--- src/rtl/mem_bus_arbiter.sv ---
// Shares one backing-memory port between the I-cache refill path and the D-cache refill/write-back path.
// Each grant runs a fixed LINE_WORDS-beat burst, and arbitration alternates between the two sides under contention.
module mem_bus_arbiter #(
    parameter int LINE_WORDS = 4,
    parameter int ADDR_W     = 32
) (
    input  logic              CPU_CLK,
    input  logic              CPU_RST,
    input  logic              ICacheReq,
    input  logic [ADDR_W-1:0] ICacheAddr,
    output logic [31:0]       ICacheRdata,
    output logic              ICacheRvalid,
    output logic              ICacheDone,
    input  logic              DCacheReq,
    input  logic              DCacheWe,
    input  logic [ADDR_W-1:0] DCacheAddr,
    input  logic [31:0]       DCacheWdata,
    output logic              DCacheWready,
    output logic [31:0]       DCacheRdata,
    output logic              DCacheRvalid,
    output logic              DCacheDone,
    output logic              MemReq,
    output logic              MemWe,
    output logic [ADDR_W-1:0] MemAddr,
    output logic [31:0]       MemWdata,
    input  logic              MemAck,
    input  logic [31:0]       MemRdata,
    output logic [1:0]        Grant,
    output logic              Busy
);

    localparam int                CNT_W     = $clog2(LINE_WORDS);
    localparam logic [ADDR_W-1:0] LINE_MASK = ~ADDR_W'(LINE_WORDS * 4 - 1);
    localparam logic [1:0]        GNT_NONE  = 2'b00;
    localparam logic [1:0]        GNT_I     = 2'b01;
    localparam logic [1:0]        GNT_D     = 2'b10;

    typedef enum logic [1:0] {IDLE, BURST, DONE} state_t;

    state_t            state, state_next;
    logic [1:0]        grant, grant_next;
    logic [CNT_W-1:0]  beat, beat_next;
    logic [ADDR_W-1:0] base, base_next;
    logic              we, we_next;
    logic              last_d, last_d_next;
    logic              pick_d;
    logic              beat_ack;
    logic              last_beat;

    logic              i_vld_p1, d_vld_p1;
    logic [31:0]       i_rdata_p1, d_rdata_p1;

    // A beat only completes while a request is actually presented.
    assign beat_ack  = (state == BURST) && MemAck;
    assign last_beat = (beat == CNT_W'(LINE_WORDS - 1));

    always_comb begin
        state_next  = state;
        grant_next  = grant;
        beat_next   = beat;
        base_next   = base;
        we_next     = we;
        last_d_next = last_d;
        pick_d      = 1'b0;
        case (state)
            IDLE: begin
                if (ICacheReq || DCacheReq) begin
                    // Under contention, the side that did not win last time wins now.
                    pick_d      = DCacheReq && (!ICacheReq || !last_d);
                    grant_next  = pick_d ? GNT_D : GNT_I;
                    base_next   = (pick_d ? DCacheAddr : ICacheAddr) & LINE_MASK;
                    we_next     = pick_d && DCacheWe;
                    beat_next   = '0;
                    last_d_next = pick_d;
                    state_next  = BURST;
                end
            end
            BURST: begin
                if (MemAck) begin
                    beat_next = beat + CNT_W'(1);
                    if (last_beat) begin
                        state_next = DONE;
                    end
                end
            end
            DONE: begin
                grant_next = GNT_NONE;
                state_next = IDLE;
            end
            default: begin
                grant_next = GNT_NONE;
                state_next = IDLE;
            end
        endcase
    end

    always_ff @(posedge CPU_CLK) begin
        if (CPU_RST) begin
            state  <= IDLE;
            grant  <= GNT_NONE;
            beat   <= '0;
            base   <= '0;
            we     <= 1'b0;
            last_d <= 1'b0;
        end else begin
            state  <= state_next;
            grant  <= grant_next;
            beat   <= beat_next;
            base   <= base_next;
            we     <= we_next;
            last_d <= last_d_next;
        end
    end

    // p1: read beats are registered toward the granted requester
    always_ff @(posedge CPU_CLK) begin
        if (CPU_RST) begin
            i_vld_p1   <= 1'b0;
            d_vld_p1   <= 1'b0;
            i_rdata_p1 <= '0;
            d_rdata_p1 <= '0;
        end else begin
            i_vld_p1 <= beat_ack && !we && (grant == GNT_I);
            d_vld_p1 <= beat_ack && !we && (grant == GNT_D);
            if (beat_ack && !we && (grant == GNT_I)) begin
                i_rdata_p1 <= MemRdata;
            end
            if (beat_ack && !we && (grant == GNT_D)) begin
                d_rdata_p1 <= MemRdata;
            end
        end
    end

    assign MemReq       = (state == BURST);
    assign MemWe        = (state == BURST) && we;
    assign MemAddr      = base + ADDR_W'({beat, 2'b00});
    assign MemWdata     = DCacheWdata;
    assign DCacheWready = beat_ack && we;
    assign ICacheRvalid = i_vld_p1;
    assign ICacheRdata  = i_rdata_p1;
    assign DCacheRvalid = d_vld_p1;
    assign DCacheRdata  = d_rdata_p1;
    assign ICacheDone   = (state == DONE) && (grant == GNT_I);
    assign DCacheDone   = (state == DONE) && (grant == GNT_D);
    assign Grant        = grant;
    assign Busy         = (state != IDLE);

endmodule

--- config.mk ---
export PLATFORM = sky130hd
export DESIGN_NAME = mem_bus_arbiter
export DESIGN_NICKNAME = d
export VERILOG_FILES = /design/src/rtl/mem_bus_arbiter.sv
export SDC_FILE = /design/constraint.sdc
export NUM_CORES = 1
export LEC_CHECK = 0
export CORE_UTILIZATION = 34
export DETAILED_ROUTE_END_ITERATION = 7
export PLACE_DENSITY_LB_ADDON = 0.12
export SYNTH_ARGS = -nofsm -noshare
export SYNTH_HDL_FRONTEND = slang
export SYNTH_SLANG_ARGS = --single-unit
--- constraint.sdc ---
create_clock -name CPU_CLK -period 1.25 [get_ports CPU_CLK]
set_clock_uncertainty 0.1 [all_clocks]
set_input_delay 0.125 -clock CPU_CLK [delete_from_list [all_inputs] [get_ports CPU_CLK]]
set_output_delay 0.125 -clock CPU_CLK [all_outputs]
set_load 0.1 [all_outputs]
==> flow_summary.toml, run 1 <==
[global_routing]
grt_pass1_wl_um = 25300
grt_pass1_vias = 4908
grt_antenna_before_repair = 0
grt.total_usage = 0.241
grt_max_degree = 44
grt.overflow.total = 0

[sta]
final-hold-violation-count = 0
period_needed_ps = 1500
worst_slack_ps = -249
slew_viol_final = 0
fin_crit_sh = 1.20
setup_viol = 101
rsz0062_at_grt = "yes"
max_freq_ghz = 0.667

[setup_path]
cp_common_cell = "buf_6"
crit_buf_inv = 3
rr_startpoint = "state[1]$_SDFFE_PP0P_"
crit_chain = "buf_6, a211oi_4, buf_6, clkbuf_16, nand3_2, a31oi_1"
crit_type = "reg -> reg"
crit_fanout = 7
critPathTopFamily = "buffers and inverters"
critPathLaunch = "state[1]$_SDFFE_PP0P_"
critPathSlowestCell = "dfxtp_4"
worstSetupStartpointType = "flip-flop"
cp.arrival_ps = 1650
r2r_setup_slack_ps = -250
slowest_delay_ps = 390
cp-end-kind = "flip-flop"
cp.required_ps = 1400

[floorplan]
initial_utilization = 0.350
die_x_um = 116
die_area_um2 = 13500
num_rows = 41
die-height_um = 116
core_area_um2 = 12700
io_pins = 272

[logic_synthesis]
synth_top_area_frac = 0.460
yosys_register_bits = 102
synth_area_leaders = "dfxtp_1 46%, nand3_1 11%, o21ai_0 8.2%, a21oi_1 7.9%, buf_4 6.6%"
synthCells = 545
synth_edf_count = 0
synthArstFlopShare = 0
yosys.area.top_type = "dfxtp_1"
ys_warn_count = 0
synth.distinct_cells = 30
synth_seq_area_share = 0.460
synth.cell_area_um2 = 4440
syn_area_per_cell_um2 = 8.14
ys.flop_type = "dfxtp_1"

[min_path]
holdCritStartpoint = "CPU_RST"
hp-class = "in -> reg"

[detailed_routing]
ant_nets = 0
via_per_inst = 5.60
firstDrtPassIters = 5
wl_um = 17300
drc = 0
drt_iter0_drc = 336
dr_total_vias = 5044
wire_per_inst_um = 19.2

[finish]
nFillCells = 877
syn2layout_area_growth_pct = 108
nNetsFinal = 860
antennaDiodeCount = 0
layout-drive-gt1-share = 0.568

[placed_design]
post-place-ws_ps = -397
io_buffer_count = 197
place.gp.congestion = 0.786
dpl.hpwl_um = 11300

[cts]
htreeDepth = 3
clock_path_buffers = 2
clk_latency_ps = 330
clkTransAtPathRegs_ps = 60
root_buffer = "clkbuf_16"
cts_tree = "done"
cts_buffers = 9
numClockSinks = 102

[power_and_ir_drop]
powerDensity_nw_per_um2 = 1010
power.leakage_nw = 3.08
power_mw = 9.27
ir_drop_v = 0.000719

[run_status]
outcome = "finished with violations"
violations = "setup timing"

[flow_run]
cap_violations = 0
==> path summary, 6_finish.rpt <==
kind                                                     end  cells past startpoint
worst max-delay path                   base[10]$_SDFFE_PP0P_                      6
worst min-delay path            ICacheRdata[20]$_SDFFE_PP0P_                      2
worst max register to register         base[10]$_SDFFE_PP0P_                      6
worst min register to register  DCacheRdata[16]$_SDFFE_PP0P_                      2
==> synthesized netlist by cell type (all sizes together) (3+ instances only) <==
| library cell | instances |
|---|---|
| a31oi | 28 |
| clkbuf | 32 |
| buf | 63 |
| o21ai | 94 |
| nand4 | 28 |
| a21oi | 70 |
| nor2b | 3 |
| o211ai | 4 |
| nor2 | 5 |
| nand2b | 4 |
| dfxtp | 102 |
| nand3 | 95 |
==> timing repair <==
item / CTS / global route
setup endpoints to repair: 106 / 108
gates resized for setup: 39 / 71
hold buffers: 0 / 0
cloned: 3 / 7
pin swaps: 7 / 59
setup buffers: 9 / 4
==> power breakdown <==
group	switching, mW	leakage [nW]	internal [mW]
sequential	0.129	0.873	3.38
combinational	1.73	2.07	1.24
clock	1.19	0.146	1.59
total	3.06	3.08	6.22
==> cell type report <==
class | instances | area, um^2 | area share
repair buffers | 263 | 3930 | 0.427
multi-input cells | 347 | 2590 | 0.282
flip-flops and latches | 102 | 2170 | 0.236
clock buffers | 11 | 243 | 0.0264
well taps | 172 | 215 | 0.0234
clock inverters | 4 | 46.3 | 0.00503
inverters | 2 | 7.51 | 0.000816
==> layer usage <==
metal / part of all wire / track usage / vias up / wire length [um]
li1: - / - / 2319 / -
met5: 0 / 0 / - / 0
met1: 0.39 / 0.294 / 2408 / 6710
met3: 0.072 / 0.0550 / 52 / 1240
met2: 0.51 / 0.406 / 265 / 8800
met4: 0.029 / 0.108 / 0 / 508
==> worst reg2reg max path: cells and delay by family, from the launching register on <==
family | cells | cell delay, ps
buffers and inverters | 3 | 450
flip-flops | 1 | 390
AO/OA/AOI/OAI | 2 | 410
AND/OR/NAND/NOR | 1 | 80
==> cell families after synthesis <==
logic type	after synthesis	synth area share
AO/OA/AOI/OAI	198	0.236
adder cells (fa/ha/maj)	1	0.00282
buffers and inverters	97	0.122
flip-flops	102	0.460
other	1	0.000845
AND/OR/NAND/NOR	146	0.178
==> metrics by stage <==
step | cell area [um^2] | TNS (ps) | hold slack (ps) | std cells | util
global route | 9200 | -23700 | 97.3 | 901 | 0.726
floorplan | 5000 | -11830 | 165 | 546 | -
CTS | 8730 | -18260 | 86.6 | 891 | 0.689
global placement | 8150 | -30600 | 151 | 865 | 0.643
detailed placement | 8150 | -33820 | 151 | 865 | 0.643
finish | 9200 | -18930 | 103 | 901 | 0.726
==> placed cells by master, fill, tap and decap left out, types with 5 or more instances in the layout <==
cell type / n
a31oi_1: 27
a21oi_1: 22
dfxtp_2: 90
nand3_2: 55
clkbuf_16: 15
buf_16: 5
buf_12: 118
a21oi_2: 48
buf_6: 11
o21ai_1: 31
nand3_4: 13
clkdlybuf4s50_1: 92
buf_4: 31
dfxtp_1: 8
nand3_1: 27
nand4_1: 28
o21ai_0: 63
==> state kept, by name, summed over array words and instances (netlist names) <==
| name | count |
|---|---|
| ICacheRdata | 32 |
| Grant | 2 |
| ICacheRvalid | 1 |
| beat | 2 |
| last_d | 1 |
| we | 1 |
| base | 28 |
| DCacheRdata | 32 |
| state | 2 |
| DCacheRvalid | 1 |
Power figures use the tool's default switching activity.
==> run 2: changes to the inputs <==
Settings changed: PLACE_DENSITY_LB_ADDON 0.12 to 0.25.
==> run 2 against run 1 <==
Against the previous run:
- the flow still finishes with violations (setup timing)
- combinational power barely moved
- via count fell by 1.2%
- worst hold slack got worse by 59 ps
==> flow_summary.toml, run 2 (synthesis gave the netlist of run 1 again) <==
[power_and_ir_drop]
power_frac_clock = 0.308
powerDensity_nw_per_um2 = 1020
p_comb_frac = 0.317
switching_share = 0.339
seqPwrFrac = 0.375
intPower_mw = 6.20
ir_drop_v = 0.000581
power_mw = 9.38
power.leakage_nw = 3.13
switchingPower_mw = 3.18

[placed_design]
place.gp.congestion = 0.809
dpl.hpwl_um = 11000
placed_cell_area_um2 = 8100
io_buffer_count = 197
dp_cells = 860

[detailed_routing]
drt_iter0_drc = 275
drc = 0
dr_total_vias = 4985
wire_per_inst_um = 18.8
via_per_inst = 5.55
ant_nets = 0
wl_um = 16900
firstDrtPassIters = 4

[sta]
final-hold-violation-count = 0
fin_crit_sh = 1.26
setup_viol = 106
slew_viol_final = 0
fin_setup_tns_ps = -24630
period_needed_ps = 1570
rsz0062_at_grt = "yes"
worst_slack_ps = -323
max_freq_ghz = 0.636

[setup_path]
crit_fanout = 7
crit_type = "reg -> reg"
cp.required_ps = 1410
cp_common_cell = "buf_6"
critPathSlowestCell = "dfxtp_4"
crit_chain = "buf_4, a211oi_4, buf_6, buf_6, buf_16, nand3_1, a31oi_1"
cp.arrival_ps = 1730
rr_worst_depth = 7
slowest_delay_ps = 370
r2r_setup_slack_ps = -320
worstSetupStartpointType = "flip-flop"
critPathTopFamily = "buffers and inverters"
crit_buf_inv = 4
rr_startpoint = "state[1]$_SDFFE_PP0P_"
timing.rr.end = "base[21]$_SDFFE_PP0P_"
cp-end-kind = "flip-flop"

[finish]
syn2layout_area_growth_pct = 108
final_cell_mix = "121 x buf_12, 92 x dfxtp_2, 92 x clkdlybuf4s50_1"
layout-drive-gt1-share = 0.606
nNetsFinal = 856
fin_util = 0.729
nFillCells = 853
regArea_um2 = 2170
antennaDiodeCount = 0
final_common_cell = "buf_12"
multi_input_area_um2 = 2640
final_cells = 898
finish.instance_area_um2 = 9240

[global_routing]
grt.total_usage = 0.239
grt_pass1_wl_um = 25200
grt_pass1_vias = 4959
grt_max_degree = 37
grt.overflow.total = 0
grt_antenna_before_repair = 0

[floorplan]
die-height_um = 116
die_area_um2 = 13500
num_rows = 41
die_x_um = 116
initial_utilization = 0.350
core_area_um2 = 12700
io_pins = 272

[cts]
root_buffer = "clkbuf_16"
htreeDepth = 3
clkTransAtPathRegs_ps = 70
cts_tree = "done"
clk_latency_ps = 340
clock_path_buffers = 2
numClockSinks = 102
cts_buffers = 9

[min_path]
hold_end = "Grant[1]$_SDFFE_PP0P_"
holdCritStartpoint = "CPU_RST"
worstHoldPathCells = 2
hp-class = "in -> reg"

[run_status]
violations = "setup timing"
outcome = "finished with violations"

[flow_run]
cap_violations = 0
==> run 2: repair_timing <==
action / in CTS / in global routing
setup endpoints to repair: 105 / 109
hold buffers: 0 / 0
pin swaps: 16 / 27
gates resized for setup: 90 / 78
buffers inserted: 11 / 6
cloned: 6 / 3
==> run 2: power by group through the flow <==
| stage | Combinational [mW] | Sequential [mW] | Clock (mW) |
|---|---|---|---|
| 3_5_place_dp | 2.58 | 3.59 | 0 |
| 3_3_place_gp | 2.55 | 3.58 | 0 |
| 6_report | 2.97 | 3.52 | 2.89 |
| 2_1_floorplan | 1.21 | 4.29 | 0 |
| 5_1_grt | 3.07 | 3.54 | 3.08 |
| 4_1_cts | 2.85 | 3.52 | 2.93 |
==> run 2: worst max path at each step <==
stage / cells past startpoint / to / slack, ps / startpoint
2_1_floorplan: 3 / DCacheWready / -470 / state[0]$_SDFFE_PP0P_
3_3_place_gp: 5 / DCacheRdata[20]$_SDFFE_PP0P_ / -380 / MemAck
3_5_place_dp: 6 / ICacheRdata[31]$_SDFFE_PP0P_ / -460 / MemAck
4_1_cts: 4 / DCacheWready / -310 / state[1]$_SDFFE_PP0P_
5_1_grt: 6 / ICacheRdata[15]$_SDFFE_PP0P_ / -360 / state[1]$_SDFFE_PP0P_
6_report: 7 / base[21]$_SDFFE_PP0P_ / -320 / state[1]$_SDFFE_PP0P_
==> run 2: metal layers <==
layer  vias to the layer above  part of all wire  global-route usage
met2                       245              0.54               0.431
li1                       2325                 -                   -
met3                        33             0.078              0.0649
met1                      2382              0.36               0.270
met5                         -                 0                   0
met4                         0             0.022              0.0846
==> run 2: layout make-up <==
type / count / area share
sequential: 102 / 0.235
tap: 172 / 0.0233
inverter: 2 / 0.000813
clock inverter: 7 / 0.00867
timing repair buffer: 259 / 0.421
multi-input combinational: 347 / 0.286
clock buffer: 9 / 0.0244
==> run 2: per-stage QoR <==
stage               hold slack (ps)  setup WS (ps)
finish                         43.7           -323
global route                   58.2           -361
CTS                            29.9           -314
detailed placement              151           -456
global placement                151           -378
floorplan                       165           -471
==> run 2: worst reg2reg max path: stages (launching register included) <==
cell	delay, ps
dfxtp_4	370
buf_4	150
a211oi_4	240
buf_6	160
buf_6	110
buf_16	120
nand3_1	90
a31oi_1	160
==> run 3: changes to the inputs <==
Settings changed: CORE_MARGIN set to 4.
==> run 3 against run 2 <==
Against the previous run:
- the flow still finishes with violations (setup timing)
- critical path depth shrank 1
- final area grew 3.0%
- combinational power grew 3%
- clock power shrank 4%
- cell count grew 0.33%
- highest routed layer unchanged
- fmax is essentially flat
- critical endpoint is now ICacheRdata[1]$_SDFFE_PP0P_
==> flow_summary.toml, run 3 (synthesis gave the netlist of run 1 again) <==
[run_status]
outcome = "finished with violations"
violations = "setup timing"

[setup_path]
worstSetupStartpointType = "flip-flop"
cp.required_ps = 1430
crit_chain = "buf_6, and4bb_4, buf_12, clkbuf_16, nand3_4, a21oi_2"
critPathTopFamily = "buffers and inverters"
crit_buf_inv = 3
critPathLaunch = "state[0]$_SDFFE_PP0P_"
rr_startpoint = "state[0]$_SDFFE_PP0P_"
critPathSlowestCell = "dfxtp_4"
crit_type = "reg -> reg"
cp-end-kind = "flip-flop"
slowest_delay_ps = 400
cp.arrival_ps = 1750
crit_fanout = 6

[placed_design]
dp_cells = 864
io_buffer_count = 197
place.gp.congestion = 0.814
dpl.hpwl_um = 12000

[detailed_routing]
wire_per_inst_um = 20.7
drc = 0
wl_um = 18600
drt_iter0_drc = 352
firstDrtPassIters = 5
via_per_inst = 5.61
dr_total_vias = 5056
ant_nets = 0

[global_routing]
grt_antenna_before_repair = 0
grt_max_degree = 67
grt.total_usage = 0.221
grt_pass1_wl_um = 26200
grt_pass1_vias = 5055
grt.overflow.total = 0

[floorplan]
num_rows = 41
die_area_um2 = 14900
die-height_um = 122
core_area_um2 = 12700
die_x_um = 122
io_pins = 272
initial_utilization = 0.350

[finish]
nNetsFinal = 859
fin_util = 0.751
final_common_cell = "buf_12"
nFillCells = 811
antennaDiodeCount = 0
syn2layout_area_growth_pct = 114
layout-drive-gt1-share = 0.593
final_cells = 901
final_cell_mix = "125 x buf_12, 92 x clkdlybuf4s50_1, 90 x dfxtp_2"

[sta]
final-hold-violation-count = 0
rsz0062_at_grt = "yes"
max_freq_ghz = 0.635
worst_slack_ps = -324
holdWs_ps = 150
setup_viol = 103
fin_crit_sh = 1.26
slew_viol_final = 0
period_needed_ps = 1570
fin_setup_tns_ps = -24730

[cts]
clock_path_buffers = 2
numClockSinks = 102
cts_buffers = 9
clkTransAtPathRegs_ps = 70
clk_latency_ps = 350
cts_tree = "done"
root_buffer = "clkbuf_16"
htreeDepth = 3

[power_and_ir_drop]
powerDensity_nw_per_um2 = 983
power.leakage_nw = 3.10
ir_drop_v = 0.000631
power_mw = 9.35

[min_path]
holdCritStartpoint = "DCacheWdata[12]"
hp-class = "in -> out"

[flow_run]
cap_violations = 0
[run 3: path summary, 6_finish.rpt]
check	end	slack [ps]	cells after the start
hold reg to reg	ICacheRdata[14]$_SDFFE_PP0P_	400	2
hold / removal	MemWdata[12]	150	0
setup / recovery	ICacheRdata[1]$_SDFFE_PP0P_	-320	6
setup reg to reg	ICacheRdata[1]$_SDFFE_PP0P_	-320	6
[run 3: layout make-up]
| type | instances | area (um^2) | share of cell area |
|---|---|---|---|
| Timing Repair Buffer | 262 | 3960 | 0.416 |
| Multi-Input combinational cell | 347 | 2870 | 0.301 |
| Sequential cell | 102 | 2170 | 0.228 |
| Clock buffer | 12 | 268 | 0.0282 |
| Tap cell | 172 | 215 | 0.0226 |
| Clock inverter | 4 | 28.8 | 0.00303 |
| Inverter | 2 | 7.51 | 0.000789 |
[run 3: metal layers]
metal | up-vias | global-route usage | wire length [um]
li1 | 2318 | - | -
met1 | 2462 | 0.242 | 6770
met2 | 238 | 0.388 | 9710
met3 | 38 | 0.0760 | 1600
met4 | 0 | 0.0966 | 537
met5 | - | 0 | 0
[run 3: timing repair]
item	CTS	global route
gates cloned	4	7
endpoints found under the setup margin	102	107
hold endpoints to repair	9	0
resized for setup	44	150
pin swaps	12	84
hold buffers	1	0
setup buffers	9	5
[run 3: per-stage QoR]
| step | instance area, um^2 | setup WS (ps) |
|---|---|---|
| floorplan | 5000 | -471 |
| detailed placement | 8160 | -440 |
| CTS | 8810 | -336 |
| finish | 9510 | -324 |
| global placement | 8160 | -366 |
| global route | 9510 | -350 |
[run 3: power by group]
group	switching [mW]	internal [mW]	leakage, nW	total [mW]
Sequential	0.135	3.38	0.873	3.52
Clock	1.24	1.53	0.140	2.77
Combinational	1.81	1.26	2.08	3.07
